## src/rtl/instruction_fetch_unit.sv

```systemverilog
// IF stage: owns the PC, fetches over a req/ready handshake, and feeds the IF/ID register,
// with a one-entry skid for decode stalls. Optional macro FETCH_STALL_CNT_EN adds a stall-cycle counter.
module instruction_fetch_unit #(
    parameter int ADDR_WIDTH = 32,
    parameter int INSTR_WIDTH = 32,
    parameter logic [ADDR_WIDTH-1:0] RESET_PC = '0
) (
    input  logic                   Clk,
    input  logic                   Reset,
    output logic                   imem_req,
    output logic [ADDR_WIDTH-1:0]  imem_addr,
    input  logic [INSTR_WIDTH-1:0] imem_rdata,
    input  logic                   imem_ready,
    input  logic                   stall_id,
    input  logic                   branch_taken,
    input  logic [ADDR_WIDTH-1:0]  branch_target,
    output logic                   if_id_valid,
    output logic [INSTR_WIDTH-1:0] if_id_instr,
`ifdef FETCH_STALL_CNT_EN
    output logic [31:0]            fetch_stall_cycles,
`endif
    output logic [ADDR_WIDTH-1:0]  if_id_pc_plus4
);

    typedef enum logic [1:0] {
        FETCH = 2'd0,
        HOLD  = 2'd1,
        DROP  = 2'd2
    } state_t;

    localparam logic [ADDR_WIDTH-1:0] PC_STEP = {{(ADDR_WIDTH-3){1'b0}}, 3'b100};

    state_t                 state_r, state_s;
    logic [ADDR_WIDTH-1:0]  pc_r, pc_s;
    logic [ADDR_WIDTH-1:0]  pend_r, pend_s;
    logic [INSTR_WIDTH-1:0] skid_instr_r, skid_instr_s;
    logic [ADDR_WIDTH-1:0]  skid_pc4_r, skid_pc4_s;
    logic                   valid_r, valid_s;
    logic [INSTR_WIDTH-1:0] instr_r, instr_s;
    logic [ADDR_WIDTH-1:0]  pc4_r, pc4_s;
    logic [ADDR_WIDTH-1:0]  pc_plus4_s;
    logic                   accept_s;

    assign pc_plus4_s     = pc_r + PC_STEP;
    assign accept_s       = !valid_r || !stall_id;
    // HOLD has no request in flight; reset must drop the request at once.
    assign imem_req       = (state_r != HOLD) && !Reset;
    assign imem_addr      = pc_r;
    assign if_id_valid    = valid_r;
    assign if_id_instr    = instr_r;
    assign if_id_pc_plus4 = pc4_r;

    // Next-state, PC, skid and IF/ID update; redirects take priority.
    always_comb begin
        state_s      = state_r;
        pc_s         = pc_r;
        pend_s       = pend_r;
        skid_instr_s = skid_instr_r;
        skid_pc4_s   = skid_pc4_r;
        valid_s      = valid_r;
        instr_s      = instr_r;
        pc4_s        = pc4_r;
        if (branch_taken) begin
            valid_s = 1'b0;
            case (state_r)
                FETCH: begin
                    if (imem_ready) begin
                        pc_s = branch_target;
                    end else begin
                        pend_s  = branch_target;
                        state_s = DROP;
                    end
                end
                HOLD: begin
                    pc_s    = branch_target;
                    state_s = FETCH;
                end
                DROP: begin
                    pend_s = branch_target;
                end
                default: begin
                    state_s = FETCH;
                end
            endcase
        end else begin
            case (state_r)
                FETCH: begin
                    if (imem_ready) begin
                        pc_s = pc_plus4_s;
                        if (accept_s) begin
                            valid_s = 1'b1;
                            instr_s = imem_rdata;
                            pc4_s   = pc_plus4_s;
                        end else begin
                            skid_instr_s = imem_rdata;
                            skid_pc4_s   = pc_plus4_s;
                            state_s      = HOLD;
                        end
                    end else if (accept_s) begin
                        valid_s = 1'b0;
                    end else begin
                        valid_s = valid_r;
                    end
                end
                HOLD: begin
                    if (accept_s) begin
                        valid_s = 1'b1;
                        instr_s = skid_instr_r;
                        pc4_s   = skid_pc4_r;
                        state_s = FETCH;
                    end else begin
                        state_s = HOLD;
                    end
                end
                DROP: begin
                    if (accept_s) begin
                        valid_s = 1'b0;
                    end else begin
                        valid_s = valid_r;
                    end
                    if (imem_ready) begin
                        pc_s    = pend_r;
                        state_s = FETCH;
                    end else begin
                        state_s = DROP;
                    end
                end
                default: begin
                    state_s = FETCH;
                end
            endcase
        end
    end

    // State, PC and IF/ID registers.
    always_ff @(posedge Clk or posedge Reset) begin
        if (Reset) begin
            state_r      <= FETCH;
            pc_r         <= RESET_PC;
            pend_r       <= '0;
            skid_instr_r <= '0;
            skid_pc4_r   <= '0;
            valid_r      <= 1'b0;
            instr_r      <= '0;
            pc4_r        <= '0;
        end else begin
            state_r      <= state_s;
            pc_r         <= pc_s;
            pend_r       <= pend_s;
            skid_instr_r <= skid_instr_s;
            skid_pc4_r   <= skid_pc4_s;
            valid_r      <= valid_s;
            instr_r      <= instr_s;
            pc4_r        <= pc4_s;
        end
    end

`ifdef FETCH_STALL_CNT_EN
    logic [31:0] stall_cnt_r;
    logic        stall_cycle_s;

    assign stall_cycle_s      = (imem_req && !imem_ready) || (state_r == HOLD) || (state_r == DROP);
    assign fetch_stall_cycles = stall_cnt_r;

    // Saturating count of cycles in which no useful word arrives.
    always_ff @(posedge Clk or posedge Reset) begin
        if (Reset) begin
            stall_cnt_r <= 32'd0;
        end else if (stall_cycle_s && (stall_cnt_r != 32'hFFFF_FFFF)) begin
            stall_cnt_r <= stall_cnt_r + 32'd1;
        end else begin
            stall_cnt_r <= stall_cnt_r;
        end
    end
`endif

endmodule

```

## config.mk

```make
export PLATFORM = sky130hd
export DESIGN_NAME = instruction_fetch_unit
export DESIGN_NICKNAME = d
export VERILOG_FILES = /design/src/rtl/instruction_fetch_unit.sv
export SDC_FILE = /design/constraint.sdc
export NUM_CORES = 1
export LEC_CHECK = 0
export BUFFER_PORTS_ARGS = -buffer_cell sky130_fd_sc_hd__clkbuf_2
export CAP_MARGIN = 20
export CORE_MARGIN = 4
export CORE_UTILIZATION = 30
export DETAILED_ROUTE_END_ITERATION = 10
export PLACE_DENSITY = 0.48
export SLEW_MARGIN = 10
export SYNTH_ARGS = -nofsm -noshare
export SYNTH_HDL_FRONTEND = slang
export SYNTH_SLANG_ARGS = --single-unit
```

## constraint.sdc

```tcl
create_clock -name Clk -period 16.2 [get_ports Clk]
set_input_delay 3.24 -clock Clk [delete_from_list [all_inputs] [get_ports Clk]]
set_output_delay 3.24 -clock Clk [all_outputs]
set_load 0.01 [all_outputs]
```

==> results.ini, run 1 <==
[placed_design]
placed_cell_area_um2 = 10500
gp_congestion = 0.747
numPlacedInstances = 1391
place_hpwl_um = 16800
port_buffers = 166

[setup_path]
crit_type = in2out
cp_top_family = buffers and inverters
cp_cell_sequence = clkbuf_2 > nor2_1 > clkbuf_2
path_max_fanout = 2
reg2reg_to = if_id_pc_plus4[20]
endpoint_kind = output port
slowest_stage = clkbuf_2
critPathBufInv = 2
critPathMaxStageDelay_ns = 0.14
reg2reg_from = state_r[0]
ff2ff_path_depth = 8
cp.depth = 3
cp_common_cell = clkbuf_2
start_kind = input pin
rrSetupSlack_ns = 13.44
endpoint = imem_req
cp.required_ns = 12.96
crit_start = Reset
crit_arrival_ns = 3.60

[synthesis]
ys_seq_elements = 195
ys_warn_count = 0
synth_cell_type_count = 55
avgSynthCellArea_um2 = 10.5
syn_area_um2 = 9240
async_flop_share = 1.00
synth-edff-count = 0
synth_top_flop_cell = dfrtp_1
synthCells = 880
synth_seq_area_share = 0.528
syn_nets = 954

[die]
dieArea_um2 = 33700
io-pin-count = 167
die_h_um = 184
core-area_um2 = 30500
rows = 64
die_x_um = 184
initial_core_util = 0.303

[clocking]
clk_pin_slew_ns = 0.07
cts_buffers = 17
post_cts_buffers = 0
cts.sinks = 195
cts_tree = done
htree_num_levels = 4
cts-root-buf = clkbuf_16
hold_buffers = 0
cts_resized = 0
worstSkewPairLatency_ns = 0.45
clockBufferDepth = 2

[finish]
drive_gt1_frac = 0.292
layout_common_cells = dfrtp_1, clkbuf_2, o21ai_0
final_area_um2 = 11100
mostFrequentLayoutCell = dfrtp_1
diodes = 0
fin_cells = 1424
fill_cells = 3136
syn_to_final_growth_pct = 19.9
nNetsFinal = 1090

[timing]
setup_viol = 0
finalHoldViolCount = 0
max_freq_mhz = 146
hold_ws_ns = 0.477
fin_worst_skew_ns = 0.0135
maxSlewHeadroom = 0.327
slew_violations = 0
grt_setup_unrepaired = false
fin_crit_sh = 0.422
tns_ns = 0
worst_slew_pin_slew_ns = 1.01
fin_crit_ns = 6.84

[route]
vias_per_cell = 4.93
drcViolationCount = 0
drt-initial-drc-count = 523
firstDrtPassIters = 5
ant_nets = 0
drt_wl_total_um = 25300
wire_per_inst_um = 17.8
vias = 7014

[global_routing]
grt_pass1_vias = 6713
antenna_found_initial = 1
grt_start_max_net_pins = 123
track_usage = 0.151
grt_overflow = 0
grt_pass1_wl_um = 40200

[power_and_ir_drop]
p_total_mw = 2.09
power-per-cell-area_nw_per_um2 = 189
cellLeakagePower_nw = 5.06
peakVddDrop_v = 0.0000844

[status]
outcome = complete, no violations

[min_path]
hp-class = reg2reg

[job]
cap_violations = 0

-- logic make-up after synthesis --
kind of cell | count (synthesis) | synth area share
and+or+nand+nor | 209 | 0.111
AOI/OAI and AO/OA | 239 | 0.153
xor gates and xnor gates | 26 | 0.0246
adders and majority gates | 5 | 0.00677
buffers and inverters | 85 | 0.0359
muxes | 121 | 0.141
DFF | 195 | 0.528
-- cell usage after synthesis (3+ instances only) --
library cell  instances  share of area
buf_1                 8         0.0032
mux2_2               74          0.090
nand3_1              13         0.0070
a211oi_1              3         0.0024
dfrtp_1             195           0.53
buf_2                 4         0.0022
clkbuf_1             48          0.019
xnor2_1              18          0.017
a222oi_1              4         0.0043
nor2_1               62          0.025
nand2_1              72          0.029
and3_1               22          0.015
o211ai_1              3         0.0024
nand2b_1              3         0.0020
o211a_1               3         0.0032
mux2i_1              47          0.051
o21ai_0              90          0.049
o2bb2ai_1             6         0.0057
a21oi_1              74          0.040
nor3_1               10         0.0054
nand4_1               7         0.0047
a221oi_1              3         0.0028
ha_1                  5         0.0068
xor2_1                8         0.0076
o22ai_1              16          0.011
o31a_1               12          0.011
nand3_2               4         0.0043
inv_1                22         0.0089
a22o_1                3         0.0028
a31oi_1               5         0.0034
a22oi_1               4         0.0032
-- worst min-delay path by stage --
stage | from | endpoint | cells past startpoint
after global routing | if_id_instr[2] | if_id_instr[2] | 2
after detailed placement | if_id_instr[1] | if_id_instr[1] | 2
final | if_id_instr[17] | if_id_instr[17] | 2
after global placement | if_id_instr[17] | if_id_instr[17] | 2
after CTS | if_id_instr[1] | if_id_instr[1] | 2
after floorplan | pend_r[8] | pend_r[8] | 1
-- flip-flops by register name, summed over array words and instances (netlist names) --
signal,cells
if_id_instr,32
if_id_pc_plus4,32
if_id_valid,1
imem_addr,32
pend_r,32
skid_instr_r,32
skid_pc4_r,32
state_r,2
-- area by class of cell --
class | instances | area (um2) | area share
repair buffers | 179 | 961 | 0.0867
clock buffers | 17 | 425 | 0.0384
clock inverters | 14 | 146 | 0.0132
inverters | 23 | 93.8 | 0.00847
multi-input cells | 600 | 4080 | 0.368
well taps | 396 | 495 | 0.0447
flip-flops and latches | 195 | 4880 | 0.440
-- report_power, final --
group	internal (mW)	switching [mW]
Clock	0.217	0.207
Sequential	0.706	0.162
Combinational	0.342	0.458
Total	1.26	0.827
-- through the flow --
stage	setup slack [ns]	utilization
finish	9.36	0.363
floorplan	7.65	-
global route	9.32	0.363
global placement	9.35	0.343
detailed placement	9.36	0.343
CTS	9.36	0.362
-- layer usage --
layer | part of all wire | global-route usage
met3 | 0.059 | 0.0346
met5 | 0.00032 | 0
met1 | 0.49 | 0.230
met4 | 0.0099 | 0.0369
met2 | 0.44 | 0.218
-- tightest hold or removal path: cells and delay by family (launching register included) --
kind            cells  cell delay (ns)
compound gates      1             0.06
flops               1             0.34
simple gates        1             0.04
Power figures use the tool's default switching activity.
==> inputs of run 2 (changes only) <==
==> constraint.sdc (replaced) <==
create_clock -name Clk -period 6.56 [get_ports Clk]
set_input_delay 1.312 -clock Clk [delete_from_list [all_inputs] [get_ports Clk]]
set_output_delay 1.312 -clock Clk [all_outputs]
set_load 0.01 [all_outputs]
==> results.ini, run 2 (synthesis gave the netlist of run 1 again) <==
[status]
outcome = complete, no violations

[route]
drt-initial-drc-count = 465  ; -11%
vias = 7014  ; unchanged
drcViolationCount = 0  ; unchanged
wire_per_inst_um = 17.7  ; -0.58%
vias_per_cell = 4.93  ; unchanged
ant_nets = 0  ; unchanged
firstDrtPassIters = 6  ; +1
drt_wl_total_um = 25200  ; -0.58%

[finish]
diodes = 0  ; unchanged
drive_gt1_frac = 0.291  ; -0.000973
fin_util = 0.365  ; +0.00164
layout_common_cells = dfrtp_1, clkbuf_2, o21ai_0
seq_area_um2 = 4880  ; unchanged
syn_to_final_growth_pct = 20.4
multi_input_area_um2 = 4080  ; unchanged
nNetsFinal = 1090  ; unchanged
mostFrequentLayoutCell = dfrtp_1
fill_cells = 3093  ; -1.4%

[global_routing]
grt_busiest_layer = met1
track_usage = 0.151  ; -0.000219
grt_pass1_vias = 6784  ; +1.1%
grt_use_met1 = 0.233  ; +0.00315
grt_pass1_wl_um = 40100  ; about the same
grt_use_met2 = 0.215  ; -0.00250
grt_start_max_net_pins = 182  ; +48%
grt_overflow = 0  ; unchanged
globalRouteMet3Util = 0.0311  ; -0.00356
antenna_found_initial = 1  ; unchanged

[die]
io-pin-count = 167  ; unchanged
core-area_um2 = 30500  ; unchanged
dieArea_um2 = 33700  ; unchanged
die_x_um = 184  ; unchanged
rows = 64  ; unchanged
initial_core_util = 0.303  ; unchanged
die_h_um = 184  ; unchanged

[job]
cap_violations = 0  ; unchanged

[clocking]
clockBufferDepth = 2  ; unchanged
worstSkewPairLatency_ns = 0.43  ; -0.02 ns
clk_pin_slew_ns = 0.07  ; about the same
cts-root-buf = clkbuf_16
post_cts_buffers = 0  ; unchanged
htree_num_levels = 4  ; unchanged
hold_buffers = 0  ; unchanged
cts_tree = done
cts.sinks = 195  ; unchanged
cts_resized = 0  ; unchanged
cts_buffers = 17  ; unchanged

[timing]
fin_crit_sh = 0.493
slew_violations = 0  ; unchanged
finalHoldViolCount = 0  ; unchanged
maxSlewHeadroom = 0.261  ; -0.0664
tns_ns = 0  ; unchanged
fin_worst_skew_ns = 0.00967  ; -0.00380 ns
setup_viol = 0  ; unchanged
hold_ws_ns = 0.478  ; +0.00105 ns
fin_crit_ns = 3.24
max_freq_mhz = 309
setup_ws_ns = 3.32  ; -6.03 ns
grt_setup_unrepaired = false
worst_slew_pin_slew_ns = 1.11  ; +0.0996 ns

[min_path]
min-delay-start = if_id_instr[10]
hp-class = reg2reg

[power_and_ir_drop]
cellLeakagePower_nw = 5.08  ; +0.49%
peakVddDrop_v = 0.000218  ; +160%
p_total_mw = 5.28  ; +150%
power-per-cell-area_nw_per_um2 = 474  ; +150%

[placed_design]
gp_congestion = 0.766  ; +2.5%
place_hpwl_um = 17000  ; +1.4%
dp_slack_ns = 2.83  ; -6.53 ns
port_buffers = 166  ; unchanged

[setup_path]
crit_arrival_ns = 3.56  ; -0.04 ns
crit_type = in2reg
path_max_fanout = 47  ; +45
endpoint_kind = register
start_kind = input pin
reg2reg_from = state_r[1]
crit_start = branch_taken
cp.required_ns = 6.88  ; -6.08 ns

-- run 2: layout make-up --
type | instances | area share
inverter | 23 | 0.00810
multi-input combinational | 600 | 0.366
clock inverter | 12 | 0.0182
clock buffer | 19 | 0.0398
timing repair buffer | 179 | 0.0846
sequential | 195 | 0.438
tap | 396 | 0.0445
-- run 2: critical path, cell delays in order --
cell and delay [ns]:
clkbuf_2 0.08, buf_4 0.28, inv_1 0.62, nand2_1 0.40, buf_4 0.34, a31oi_1 0.16, nor3_1 0.06, a221o_1 0.26
-- run 2: worst paths after layout --
path / endpoint / slack (ns) / depth (start not counted)
max in group asynchronous: pend_r[23] / 4.31 / 3
min reg2reg: if_id_instr[10] / 0.48 / 2
min in group asynchronous: if_id_pc_plus4[31] / 0.86 / 2
max reg2reg: skid_pc4_r[16] / 3.52 / 6
max: imem_addr[20] / 3.32 / 8
min: if_id_instr[10] / 0.48 / 2
-- run 2: report_power, final --
group / internal [mW] / switching (mW) / total (mW)
logic: 0.840 / 1.12 / 1.96
clock network: 0.688 / 0.478 / 1.17
registers: 1.74 / 0.401 / 2.15
-- run 2: routing by layer --
metal | share of wire | up-vias
met5 | 0.00048 | -
met4 | 0.012 | 2
met3 | 0.049 | 17
met2 | 0.44 | 176
met1 | 0.50 | 3416
li1 | - | 3403
-- run 2: metrics by stage --
| stage | cell area, um2 | instances |
|---|---|---|
| after floorplan | 9250 | 880 |
| after global placement | 10500 | 1393 |
| after detailed placement | 10500 | 1393 |
| after CTS | 11100 | 1424 |
| after global routing | 11100 | 1424 |
| final | 11100 | 1424 |
==> inputs of run 3 (changes only) <==
==> constraint.sdc (replaced) <==
create_clock -name Clk -period 3 [get_ports Clk]
set_input_delay 0.6 -clock Clk [delete_from_list [all_inputs] [get_ports Clk]]
set_output_delay 0.6 -clock Clk [all_outputs]
set_load 0.01 [all_outputs]
==> results.ini, run 3 (synthesis gave the netlist of run 1 again) <==
[status]
outcome = complete, no violations

[finish]
nNetsFinal = 1106  ; +1.5%
syn_to_final_growth_pct = 22.3
drive_gt1_frac = 0.303  ; +0.0125
fill_cells = 3070  ; -0.74%
final_area_um2 = 11300  ; +1.6%
fin_cells = 1441  ; +1.2%
diodes = 0  ; unchanged
layout_common_cells = dfrtp_1, clkbuf_2, o21ai_0
mostFrequentLayoutCell = dfrtp_1

[global_routing]
antenna_found_initial = 1  ; unchanged
globalRouteMet3Util = 0.0354  ; +0.00435
track_usage = 0.153  ; +0.00196
grt_use_met1 = 0.227  ; -0.00559
grt_pass1_wl_um = 40800  ; +1.6%
grt_overflow = 0  ; unchanged
grt_busiest_layer = met2
grt_use_met2 = 0.228  ; +0.0128
grt_start_max_net_pins = 78  ; -57%
grt_pass1_vias = 6926  ; +2.1%

[placed_design]
port_buffers = 166  ; unchanged
place_hpwl_um = 18100  ; +6.4%
numPlacedInstances = 1409  ; +1.1%
gp_congestion = 0.756  ; -1.3%
placed_cell_area_um2 = 10700  ; +2.1%

[timing]
worst_slew_pin_slew_ns = 0.650  ; -0.459 ns
fin_crit_ns = 2.55
fin_crit_sh = 0.849
max_freq_mhz = 393
maxSlewHeadroom = 0.563  ; +0.302
grt_setup_unrepaired = false
hold_ws_ns = 0.223  ; -0.255 ns
setup_viol = 0  ; unchanged
fin_worst_skew_ns = 0.0202  ; +0.0105 ns
finalHoldViolCount = 0  ; unchanged
slew_violations = 0  ; unchanged

[route]
wire_per_inst_um = 17.8  ; +0.96%
drt-initial-drc-count = 506  ; +8.8%
drt_wl_total_um = 25700  ; +2.2%
drcViolationCount = 0  ; unchanged
vias_per_cell = 4.88  ; -0.90%
vias = 7034  ; +0.29%
firstDrtPassIters = 5  ; -1
ant_nets = 0  ; unchanged

[power_and_ir_drop]
netSwitchingFraction = 0.401  ; +0.0214
peakVddDrop_v = 0.000459  ; +110%
p_total_mw = 11.5  ; +120%
power_frac_seq = 0.408  ; about the same
clkPwrFrac = 0.205  ; -0.016
p_comb_frac = 0.387  ; +0.015
cellLeakagePower_nw = 5.17  ; +1.8%
p_int_mw = 6.87  ; +110%
switching_power_mw = 4.60  ; +130%
power-per-cell-area_nw_per_um2 = 1010  ; +110%

[setup_path]
start_kind = register
reg2reg_from = state_r[1]
crit_arrival_ns = 2.87  ; -0.69 ns
endpoint_kind = register
cp.required_ns = 3.32  ; -3.56 ns
ff2ff_path_depth = 6  ; unchanged
rrSetupSlack_ns = 0.45  ; -3.07 ns
path_max_fanout = 60  ; +28%
crit_start = state_r[1]
crit_type = reg2reg
endpoint = if_id_instr[25]
reg2reg_to = if_id_instr[25]

[clocking]
post_cts_buffers = 0  ; unchanged
cts_buffers = 17  ; unchanged
worstSkewPairLatency_ns = 0.45  ; +0.02 ns
clockBufferDepth = 2  ; unchanged
cts-root-buf = clkbuf_16
htree_num_levels = 4  ; unchanged
cts_tree = done
hold_buffers = 0  ; unchanged
cts.sinks = 195  ; unchanged
cts_resized = 0  ; unchanged
clk_pin_slew_ns = 0.08  ; about the same

[die]
rows = 64  ; unchanged
die_x_um = 184  ; unchanged
dieArea_um2 = 33700  ; unchanged
initial_core_util = 0.303  ; unchanged
die_h_um = 184  ; unchanged
io-pin-count = 167  ; unchanged
core-area_um2 = 30500  ; unchanged

[job]
cap_violations = 0  ; unchanged

[min_path]
hp-class = in2async

-- run 3: how the worst min path moves through the flow --
stage | from | to | depth (start not counted)
4_1_cts | Reset | skid_pc4_r[27] | 2
6_report | Reset | skid_pc4_r[27] | 2
3_5_place_dp | if_id_instr[21] | if_id_instr[21] | 2
5_1_grt | Reset | skid_pc4_r[27] | 2
2_1_floorplan | pend_r[8] | pend_r[8] | 1
3_3_place_gp | if_id_instr[9] | if_id_instr[9] | 2
-- run 3: stage by stage --
stage | util | TNS, ns | worst slack [ns]
2_1_floorplan | - | -23.09 | -0.118
4_1_cts | 0.371 | 0 | 0.437
5_1_grt | 0.371 | 0 | 0.190
3_5_place_dp | 0.351 | 0 | 0.424
3_3_place_gp | 0.351 | 0 | 0.506
6_report | 0.371 | 0 | 0.453
-- run 3: critical path: stages (launching register included) --
cell,delay [ns]
dfrtp_1,0.42
inv_1,0.15
ha_1,0.43
mux2i_1,0.42
a211o_4,0.55
buf_4,0.34
o21ai_0,0.12
-- run 3: routing by layer --
metal,share of wire,vias to the layer above
met5,0.00078,-
met3,0.053,17
met1,0.50,3416
met2,0.44,157
li1,-,3442
met4,0.0081,2
-- run 3: final cells by class --
| class | instances | area [um2] | area share |
|---|---|---|---|
| Sequential cell | 195 | 4880 | 0.432 |
| Clock buffer | 17 | 425 | 0.0376 |
| Tap cell | 396 | 495 | 0.0438 |
| Inverter | 23 | 90.1 | 0.00797 |
| Timing Repair Buffer | 195 | 1160 | 0.103 |
| Multi-Input combinational cell | 600 | 4080 | 0.360 |
| Clock inverter | 15 | 180 | 0.0159 |
-- run 3: power by group through the flow --
stage	Clock (mW)	Combinational, mW	Sequential [mW]
4_1_cts	2.42	4.51	4.69
3_3_place_gp	0	4.44	4.72
2_1_floorplan	0	2.64	4.79
5_1_grt	2.53	4.97	4.86
3_5_place_dp	0	4.49	4.75
6_report	2.35	4.44	4.68
